==> src/rtl/status_ctrl_pkg.sv <==
// Shared types and defaults for the status register sequencing controller.
package status_ctrl_pkg;

   localparam int unsigned STATUS_W_DEF    = 4;
   localparam int unsigned STACK_DEPTH_DEF = 4;

   // Status value forced into the register on interrupt entry
   localparam logic [STATUS_W_DEF-1:0] ENTRY_FLAGS_DEF = 4'b0000;

   typedef enum logic [1:0] {
      IDLE    = 2'd0,
      ENTRY   = 2'd1,
      POP     = 2'd2,
      RESTORE = 2'd3
   } state_e;

endpackage

==> src/rtl/status_lifo.sv <==
// Shadow stack for saved status values. Push and pop saturate at full and
// empty; rdata_o always shows the entry addressed by the stack pointer, which
// after a pop is the most recently saved value.
module status_lifo
   import status_ctrl_pkg::*;
#(
   parameter int unsigned WIDTH = STATUS_W_DEF,
   parameter int unsigned DEPTH = STACK_DEPTH_DEF
) (
   input  logic                         clk,
   input  logic                         rst,
   input  logic                         push_i,
   input  logic                         pop_i,
   input  logic [WIDTH-1:0]             wdata_i,
   output logic [WIDTH-1:0]             rdata_o,
   output logic [$clog2(DEPTH+1)-1:0]   sp_o,
   output logic                         full_o,
   output logic                         empty_o
);

   localparam int unsigned SPW = $clog2(DEPTH + 1);
   localparam int unsigned AW  = (DEPTH > 1) ? $clog2(DEPTH) : 1;

   logic [WIDTH-1:0] mem_q [DEPTH];
   logic [SPW-1:0]   sp_q, sp_d;
   logic [AW-1:0]    idx;

   assign idx     = AW'(sp_q);
   assign full_o  = (sp_q == SPW'(DEPTH));
   assign empty_o = (sp_q == '0);
   assign rdata_o = mem_q[idx];
   assign sp_o    = sp_q;

   // Stack pointer update, never wrapping
   always_comb begin
      sp_d = sp_q;
      if (push_i && !full_o) begin
         sp_d = sp_q + SPW'(1);
      end else if (pop_i && !empty_o) begin
         sp_d = sp_q - SPW'(1);
      end
   end

   // Stack pointer register
   always_ff @(posedge clk) begin
      if (rst) begin
         sp_q <= '0;
      end else begin
         sp_q <= sp_d;
      end
   end

   // Storage write; contents are don't-care after reset
   always_ff @(posedge clk) begin
      if (push_i && !full_o) begin
         mem_q[idx] <= wdata_i;
      end
   end

endmodule

==> src/rtl/status_ctrl.sv <==
// Status register sequencing controller: arbitrates ALU, software and
// interrupt entry/return writes to the status register and keeps a shadow
// stack of saved status across nested interrupts.
// Optional: STATUS_CTRL_ALU_MASK_EN adds alu_mask so an ALU update only
// replaces the masked bits of the current status.
module status_ctrl
   import status_ctrl_pkg::*;
#(
   parameter int unsigned      WIDTH       = STATUS_W_DEF,
   parameter int unsigned      DEPTH       = STACK_DEPTH_DEF,
   parameter logic [WIDTH-1:0] ENTRY_FLAGS = WIDTH'(ENTRY_FLAGS_DEF)
) (
   input  logic                       clk,
   input  logic                       rst,
   input  logic [WIDTH-1:0]           status_cur,
   input  logic                       alu_we,
   input  logic [WIDTH-1:0]           alu_flags,
`ifdef STATUS_CTRL_ALU_MASK_EN
   input  logic [WIDTH-1:0]           alu_mask,
`endif
   input  logic                       sw_we,
   input  logic [WIDTH-1:0]           sw_data,
   input  logic                       irq_req,
   output logic                       irq_ack,
   input  logic                       ret_req,
   output logic                       ret_ack,
   output logic                       busy,
   output logic                       status_load,
   output logic [WIDTH-1:0]           status_next,
   output logic [$clog2(DEPTH+1)-1:0] depth,
   output logic                       ovf_err,
   output logic                       unf_err
);

   state_e           state_q, state_d;
   logic             load_q, load_d;
   logic [WIDTH-1:0] next_q, next_d;
   logic             iack_q, iack_d;
   logic             rack_q, rack_d;
   logic             busy_q, busy_d;
   logic             ovf_q, ovf_d;
   logic             unf_q, unf_d;
   logic [WIDTH-1:0] popped_q, popped_d;

   logic             push, pop, full, empty;
   logic [WIDTH-1:0] lifo_rdata;
   logic [WIDTH-1:0] alu_val, eff_status;

   // ALU contribution to the status value
`ifdef STATUS_CTRL_ALU_MASK_EN
   assign alu_val = (status_cur & ~alu_mask) | (alu_flags & alu_mask);
`else
   assign alu_val = alu_flags;
`endif

   // Status as it will be once the instruction retiring this cycle lands
   assign eff_status = sw_we  ? sw_data :
                       alu_we ? alu_val : status_cur;

   status_lifo #(
      .WIDTH (WIDTH),
      .DEPTH (DEPTH)
   ) u_lifo (
      .clk     (clk),
      .rst     (rst),
      .push_i  (push),
      .pop_i   (pop),
      .wdata_i (eff_status),
      .rdata_o (lifo_rdata),
      .sp_o    (depth),
      .full_o  (full),
      .empty_o (empty)
   );

   // Arbitration, next state and next registered outputs
   always_comb begin
      state_d  = state_q;
      load_d   = 1'b0;
      next_d   = '0;
      iack_d   = 1'b0;
      rack_d   = 1'b0;
      ovf_d    = ovf_q;
      unf_d    = unf_q;
      popped_d = popped_q;
      push     = 1'b0;
      pop      = 1'b0;

      case (state_q)
         IDLE: begin
            if (irq_req) begin
               if (!full) begin
                  push    = 1'b1;
                  state_d = ENTRY;
               end else begin
                  ovf_d  = 1'b1;
                  iack_d = 1'b1;
               end
            end else if (ret_req) begin
               if (!empty) begin
                  pop     = 1'b1;
                  state_d = POP;
               end else begin
                  unf_d  = 1'b1;
                  rack_d = 1'b1;
               end
            end else if (sw_we) begin
               load_d = 1'b1;
               next_d = sw_data;
            end else if (alu_we) begin
               load_d = 1'b1;
               next_d = alu_val;
            end
         end
         ENTRY: begin
            load_d  = 1'b1;
            next_d  = ENTRY_FLAGS;
            iack_d  = 1'b1;
            state_d = IDLE;
         end
         POP: begin
            popped_d = lifo_rdata;
            state_d  = RESTORE;
         end
         RESTORE: begin
            load_d  = 1'b1;
            next_d  = popped_q;
            rack_d  = 1'b1;
            state_d = IDLE;
         end
         default: state_d = IDLE;
      endcase

      busy_d = (state_d != IDLE);
   end

   // State and output registers
   always_ff @(posedge clk) begin
      if (rst) begin
         state_q  <= IDLE;
         load_q   <= 1'b0;
         next_q   <= '0;
         iack_q   <= 1'b0;
         rack_q   <= 1'b0;
         busy_q   <= 1'b0;
         ovf_q    <= 1'b0;
         unf_q    <= 1'b0;
         popped_q <= '0;
      end else begin
         state_q  <= state_d;
         load_q   <= load_d;
         next_q   <= next_d;
         iack_q   <= iack_d;
         rack_q   <= rack_d;
         busy_q   <= busy_d;
         ovf_q    <= ovf_d;
         unf_q    <= unf_d;
         popped_q <= popped_d;
      end
   end

   assign status_load = load_q;
   assign status_next = next_q;
   assign irq_ack     = iack_q;
   assign ret_ack     = rack_q;
   assign busy        = busy_q;
   assign ovf_err     = ovf_q;
   assign unf_err     = unf_q;

endmodule
==> config.mk <==
export PLATFORM = sky130hd
export DESIGN_NAME = status_ctrl
export DESIGN_NICKNAME = d
export VERILOG_FILES = /design/src/rtl/status_ctrl_pkg.sv /design/src/rtl/status_lifo.sv /design/src/rtl/status_ctrl.sv
export SDC_FILE = /design/constraint.sdc
export NUM_CORES = 1
export LEC_CHECK = 0
export CAP_MARGIN = 40
export CORE_ASPECT_RATIO = 2
export CORE_MARGIN = 5
export CORE_UTILIZATION = 45
export CTS_CLUSTER_DIAMETER = 80
export CTS_CLUSTER_SIZE = 20
export DETAILED_ROUTE_END_ITERATION = 12
export HOLD_SLACK_MARGIN = 0.02
export PLACE_DENSITY_LB_ADDON = 0.1
export SLEW_MARGIN = 20
export SYNTH_ARGS = -nofsm -noshare
export SYNTH_HDL_FRONTEND = slang
export SYNTH_SLANG_ARGS = --single-unit
==> constraint.sdc <==
create_clock -name clk -period 1.8 [get_ports clk]
set_input_delay 0.36 -clock clk [delete_from_list [all_inputs] [get_ports clk]]
set_output_delay 0.36 -clock clk [all_outputs]
set_load 0.05 [all_outputs]
Word-level counts from Yosys, hierarchy flattened
Memory sizes are Yosys's and may differ from the RTL's. A register that Yosys moved wholly into a read port is not among the register bits.
Index checks and enable logic that the tools add are counted.
- add/sub/neg operators: 2
- bitwise logic cells: 1
- mux-type cells: 35
- reductions and logical operators: 11
- equal/unequal tests: 4
- operator list (kind ; number):
    4-bit 2-to-1 mux ; 6
    1-bit 2-to-1 mux ; 18
    2-bit 2-to-1 mux ; 4
    4-bit one-hot mux with 2 select lines ; 1
    3-bit 2-to-1 mux ; 2
    1-bit one-hot mux with 2 select lines ; 3
    2-bit one-hot mux with 3 select lines ; 1
    2-bit equality test, second input constant ; 2
    4-bit AND reduction ; 1
    2-bit nonzero test ; 2
    3-bit by 1-bit adder with 3-bit output, second input constant ; 1
    3-bit equality test, second input constant ; 1
    3-bit zero test ; 1
    3-bit AND reduction ; 1
    3-bit by 1-bit subtractor with 3-bit output, second input constant ; 1
    2-bit by 1-bit equality test with 1-bit output, second input constant ; 1
    1-bit logical AND ; 2
    1-bit zero test ; 2
    2-bit zero test ; 1
    2-bit OR reduction ; 1
    1-bit inverter ; 1
- memory bits (writable): 16
- register bits after elaboration: 15
- output and inout bits: 13
- bits of input ports: 18
- memories kept: 1
- logic and storage cells: 63
- memories (name ; depth ; width ; read ports ; clocked after Yosys merged registers in ; wr ports ; RTL line ; RTL):
    u_lifo.mem_q ; 4 ; 4 ; 1 ; 1 ; 1 ; status_lifo.sv:24 ; logic [WIDTH-1:0] mem_q [DEPTH];

Depth between registers and ports, before layout
- depth after elaboration: 8
- gate-level depth with buffers: 7
- mapped depth without buffers: 7

By module
From an unflattened synthesis, not the netlist that was laid out.
- cells, all modules: 140
- area, all modules: 1646.6 µm²
- modules (own cells, without submodules) (module ; area an instance (µm²) ; sequential area each (µm²) ; instances ; cells each):
    status_lifo ; 860.8 ; 580.6 ; 1 ; 53
    status_ctrl ; 785.8 ; 320.3 ; 1 ; 87

Worst setup path before layout
OpenSTA, ideal clock, no wires.
- kind: register to register
- start: register u_lifo.sp_q[1] (netlist: u_lifo.sp_o[1])
- end: register u_lifo.sp_q[2] (netlist: u_lifo.sp_o[2])
- slack: -0.347 ns
- path buffers: 1
- arrival: 2.057 ns
- library setup time: 0.091 ns
- required time: 1.709 ns
- stages on the path, launching flop included: 8
- clock period less this slack: 2.147 ns
- cell sequence: dfxtp_1 > buf_2 > or3b_4 > nand3_1 > fa_1 > xor2_1 > a21oi_1 > a311oi_1
- longest elaborated chain between the ends: 7
- elaborated cells between the ends (all ways): 18
- those cells by class: add/sub: 2; eq/ne: 1; mux: 9; reduce/logical: 6
- RTL lines (element ; RTL line ; RTL):
    start, declared ; status_lifo.sv:25 ; logic [SPW-1:0] sp_q, sp_d;
    start signal, assigned ; status_lifo.sv:49 ; sp_q <= sp_d;
    3-bit zero test ; status_lifo.sv:30 ; assign empty_o = (sp_q == '0);
    1-bit 2-to-1 mux ; status_ctrl.sv:99 ; if (!empty) begin
    1-bit 2-to-1 mux ; status_ctrl.sv:98 ; end else if (ret_req) begin
    1-bit 2-to-1 mux ; status_ctrl.sv:90 ; if (irq_req) begin
    1-bit 2-to-1 mux ; status_ctrl.sv:88 ; case (state_q)
    1-bit logical AND ; status_lifo.sv:39 ; end else if (pop_i && !empty_o) begin
    2-bit nonzero test (no source line) ; -- ;
Several ways; a longest one is shown, not always the timed one. The select of a mux whose other input is x is not followed.
A chain may end at the register's enable or synchronous reset.

Final worst setup path
- start: register next_q[3] (netlist: status_next[3])
- end: output port status_next[3]
- RTL lines (element ; RTL line ; RTL):
    start, declared ; status_ctrl.sv:37 ; logic [WIDTH-1:0] next_q, next_d;
    start signal, assigned ; status_ctrl.sv:151 ; next_q <= next_d;
    end, declared ; status_ctrl.sv:29 ; output logic [WIDTH-1:0] status_next,
No word-level cell between the ends.

==> flow_summary.yaml <==
outcome:
  outcome: "finished, final reports clean"
place:
  post-dp-hpwl_um: 2640
  dp.cells: 202
  place.gp.congestion: 0.784
  numPortBuffers: 30
drt:
  dr_wl_met3_um: 166
  postRouteAntennaNets: 0
  wl_per_cell_um: 15.8
  wl_met1_um: 1170
  wl_met2_um: 1880
  drc: 0
  top_layer: "met4"
  dr.first_iter.drc_count: 17
  finalWirelength_um: 3350
  drt_first_pass_iters: 4
  via_count: 1168
  vias_per_cell: 5.51
floorplan:
  die_h_um: 92.7
  row_count: 30
  die-area_um2: 4760
  coreArea_um2: 3340
  ioPinCount: 31
  die_w_um: 51.4
  start_util_pct: 46.1
timing:
  fin_setup_tns_ns: 0
  finalSetupViolCount: 0
  fin_crit_ns: 1.74
  skew_ns: 0.00729
  rsz0062_at_grt: "yes"
  slew_violations: 0
  hold_viol: 0
  slew_headroom_pct: 66.0
  worstMarginPinSlew_ns: 0.509
  post-route-period-util_pct: 96.7
  max_freq_mhz: 575
cts:
  clkTransAtPathRegs_ns: 0.07
  cts-buffers-inserted: 5
  numClockSinks: 35
  cts_hold_buf: 0
  cts_tree: "done"
  root_buffer: "clkbuf_8"
  htreeDepth: 2
  ctsLongestPathBuffers: 2
  clk_latency_ns: 0.29
power_and_ir_drop:
  intPower_uw: 2180
  p_seq_share_pct: 33.0
  p_leak_uw: 0.000827
  p_clk_share_pct: 19.3
  swShare_pct: 36.8
  ir_worst_vdd_uv: 1110
  p_sw_uw: 1270
  power.density_nw_per_um2: 1660
  pwr-share-comb_pct: 47.7
synthesis:
  netlist_top_cells_count: "19 x dfxtp_1, 17 x nor2_1, 16 x edfxtp_1, 8 x a21oi_1, 8 x inv_1"
  yosys.cell_types.count: 32
  yosysMostFrequentCell: "dfxtp_1"
  synth_ff_type: "dfxtp_1"
  syn_area_um2: 1540
  ys_seq_area_share_pct: 55.9
  synth_edf_count: 16
  netlist_instances: 132
  synthArstFlopShare_pct: 0
  synth_seq_cells: 35
  syn_avg_cell_area_um2: 11.7
  yosysTopAreaCellShare_pct: 31.2
  ys_top_cells_by_area: "edfxtp_1 31%, dfxtp_1 25%, mux4_2 5.8%, nor2_1 4.1%, ha_1 4.1%"
  synth_top_cell_by_area: "edfxtp_1"
  yosysWarningCount: 0
  synth_fp_nets: 156
layout:
  drive_above_1_share_pct: 28.9
  stdcell_count: 212
  n_fill_cell: 267
  layout.nets: 203
  area_growth_pct: 35.1
  n_antenna_cell: 0
worst_setup_path:
  cp-start-kind: "flip-flop"
  critPathTopFamily: "buffers and inverters"
  cp.buffers_inverters: 1
  worstPathArrival_ns: 1.38
  path_class: "flip-flop to output pin"
  crit_path_end_kind: "output pin"
  crit_fanout: 1
  slowest_delay_ns: 0.79
  cp.required_ns: 1.44
  cp_cell_sequence: "clkdlybuf4s50_1"
  timing.critical_path.slowest_stage_cell: "clkdlybuf4s50_1"
grt:
  grt_usage_pct: 15.9
  grt_pass1_wl_um: 5500
  overflow: 0
  grt_start_max_net_pins: 12
  grt_pass1_vias: 1166
  antenna_found_initial: 0
min_path:
  min_path_type: "flip-flop to flip-flop"
flow_run:
  maxCapViolations: 0
==> routing by layer <==
metal  GRT usage [%]  vias up
li1                -      571
met1            15.6      552
met2            27.3       31
met3            4.99       14
met4            10.5        0
met5               0        -
==> layout make-up <==
class	count	area, um2	share of cell area, %
flip-flops and latches	35	875	42.0
multi-input cells	83	631	30.3
repair buffers	46	395	19.0
clock buffers	5	68.8	3.31
well taps	32	40.0	1.92
clock inverters	3	38.8	1.86
inverters	8	32.5	1.56
==> worst register-to-register path: stages, from the launching register on <==
cell and delay (ns):
dfxtp_2 0.35, inv_2 0.10, ha_4 0.15, nand3_2 0.07
fa_2 0.37, xor2_1 0.18, a21oi_1 0.09, a311oi_1 0.27
==> layout by cell type, fill, tap and decap left out, types with 3 or more instances in the layout <==
| cell type | Yosys | routed |
|---|---|---|
| a21oi_1 | 8 | 8 |
| a22o_1 | 4 | 4 |
| a22oi_1 | 4 | 4 |
| a31oi_1 | 3 | 3 |
| buf_4 | 0 | 27 |
| clkbuf_8 | 0 | 5 |
| clkdlybuf4s50_1 | 0 | 18 |
| dfxtp_1 | 19 | 14 |
| dfxtp_4 | 0 | 3 |
| edfxtp_1 | 16 | 16 |
| ha_1 | 5 | 4 |
| inv_1 | 8 | 6 |
| mux2i_1 | 4 | 4 |
| mux4_2 | 4 | 4 |
| nand2_1 | 5 | 5 |
| nor2_1 | 17 | 17 |
| nor3_1 | 7 | 7 |
| xnor2_1 | 3 | 3 |
==> sequential cells by signal, indices dropped and copies added, names as in the netlist <==
name and flops:
popped_q 4, ovf_err 1, unf_err 1, state_q 2, status_next 4, u_lifo.mem_q 16
u_lifo.sp_o 3, status_load 1, irq_ack 1, ret_ack 1, busy 1
==> power groups by stage <==
| stage | Clock (uW) | Sequential [uW] | Combinational [uW] |
|---|---|---|---|
| CTS | 689 | 1130 | 1580 |
| global route | 721 | 1160 | 1780 |
| floorplan | 0 | 1400 | 828 |
| detailed placement | 0 | 1140 | 1550 |
| finish | 666 | 1140 | 1640 |
| global placement | 0 | 1140 | 1520 |
==> path summary, 6_finish.rpt <==
path                              from                     endpoint  slack, ns  depth (start not counted)
max          status_next[3]$_SDFF_PP0_               status_next[3]       0.06                          1
min               unf_err$_SDFFE_PP0P_         unf_err$_SDFFE_PP0P_       0.47                          2
max reg2reg      state_q[0]$_SDFF_PP0_  u_lifo.sp_o[2]$_SDFFE_PP0P_       0.11                          7
min reg2reg       unf_err$_SDFFE_PP0P_         unf_err$_SDFFE_PP0P_       0.47                          2
==> logic make-up after synthesis <==
kind of cell / Yosys count / synth area share (%)
buffers and inverters: 14 / 4.47
adders and majority gates: 6 / 5.36
DFF: 35 / 55.9
xor gates and xnor gates: 4 / 2.27
AOI/OAI and AO/OA: 27 / 11.9
muxes: 8 / 8.45
and+or+nand+nor: 38 / 11.6
==> through the flow <==
step,total power (uW),setup slack (ns),instance area (um2),util [%],hold slack [ns]
after floorplan,2230,0.00434,1560,-,0.461
after global placement,2660,-0.0564,1940,57.9,0.453
after detailed placement,2700,-0.174,1940,57.9,0.463
after CTS,3390,0.0170,2050,61.2,0.479
after global routing,3660,0.00425,2080,62.3,0.490
final,3440,0.0597,2080,62.3,0.474
==> what timing repair did <==
action / CTS / global route
setup buffers: 0 / 2
endpoints found under the setup margin: 1 / 2
pin swaps: 1 / 2
resized for setup: 2 / 7
No activity file was read; power rests on OpenSTA's default activity.
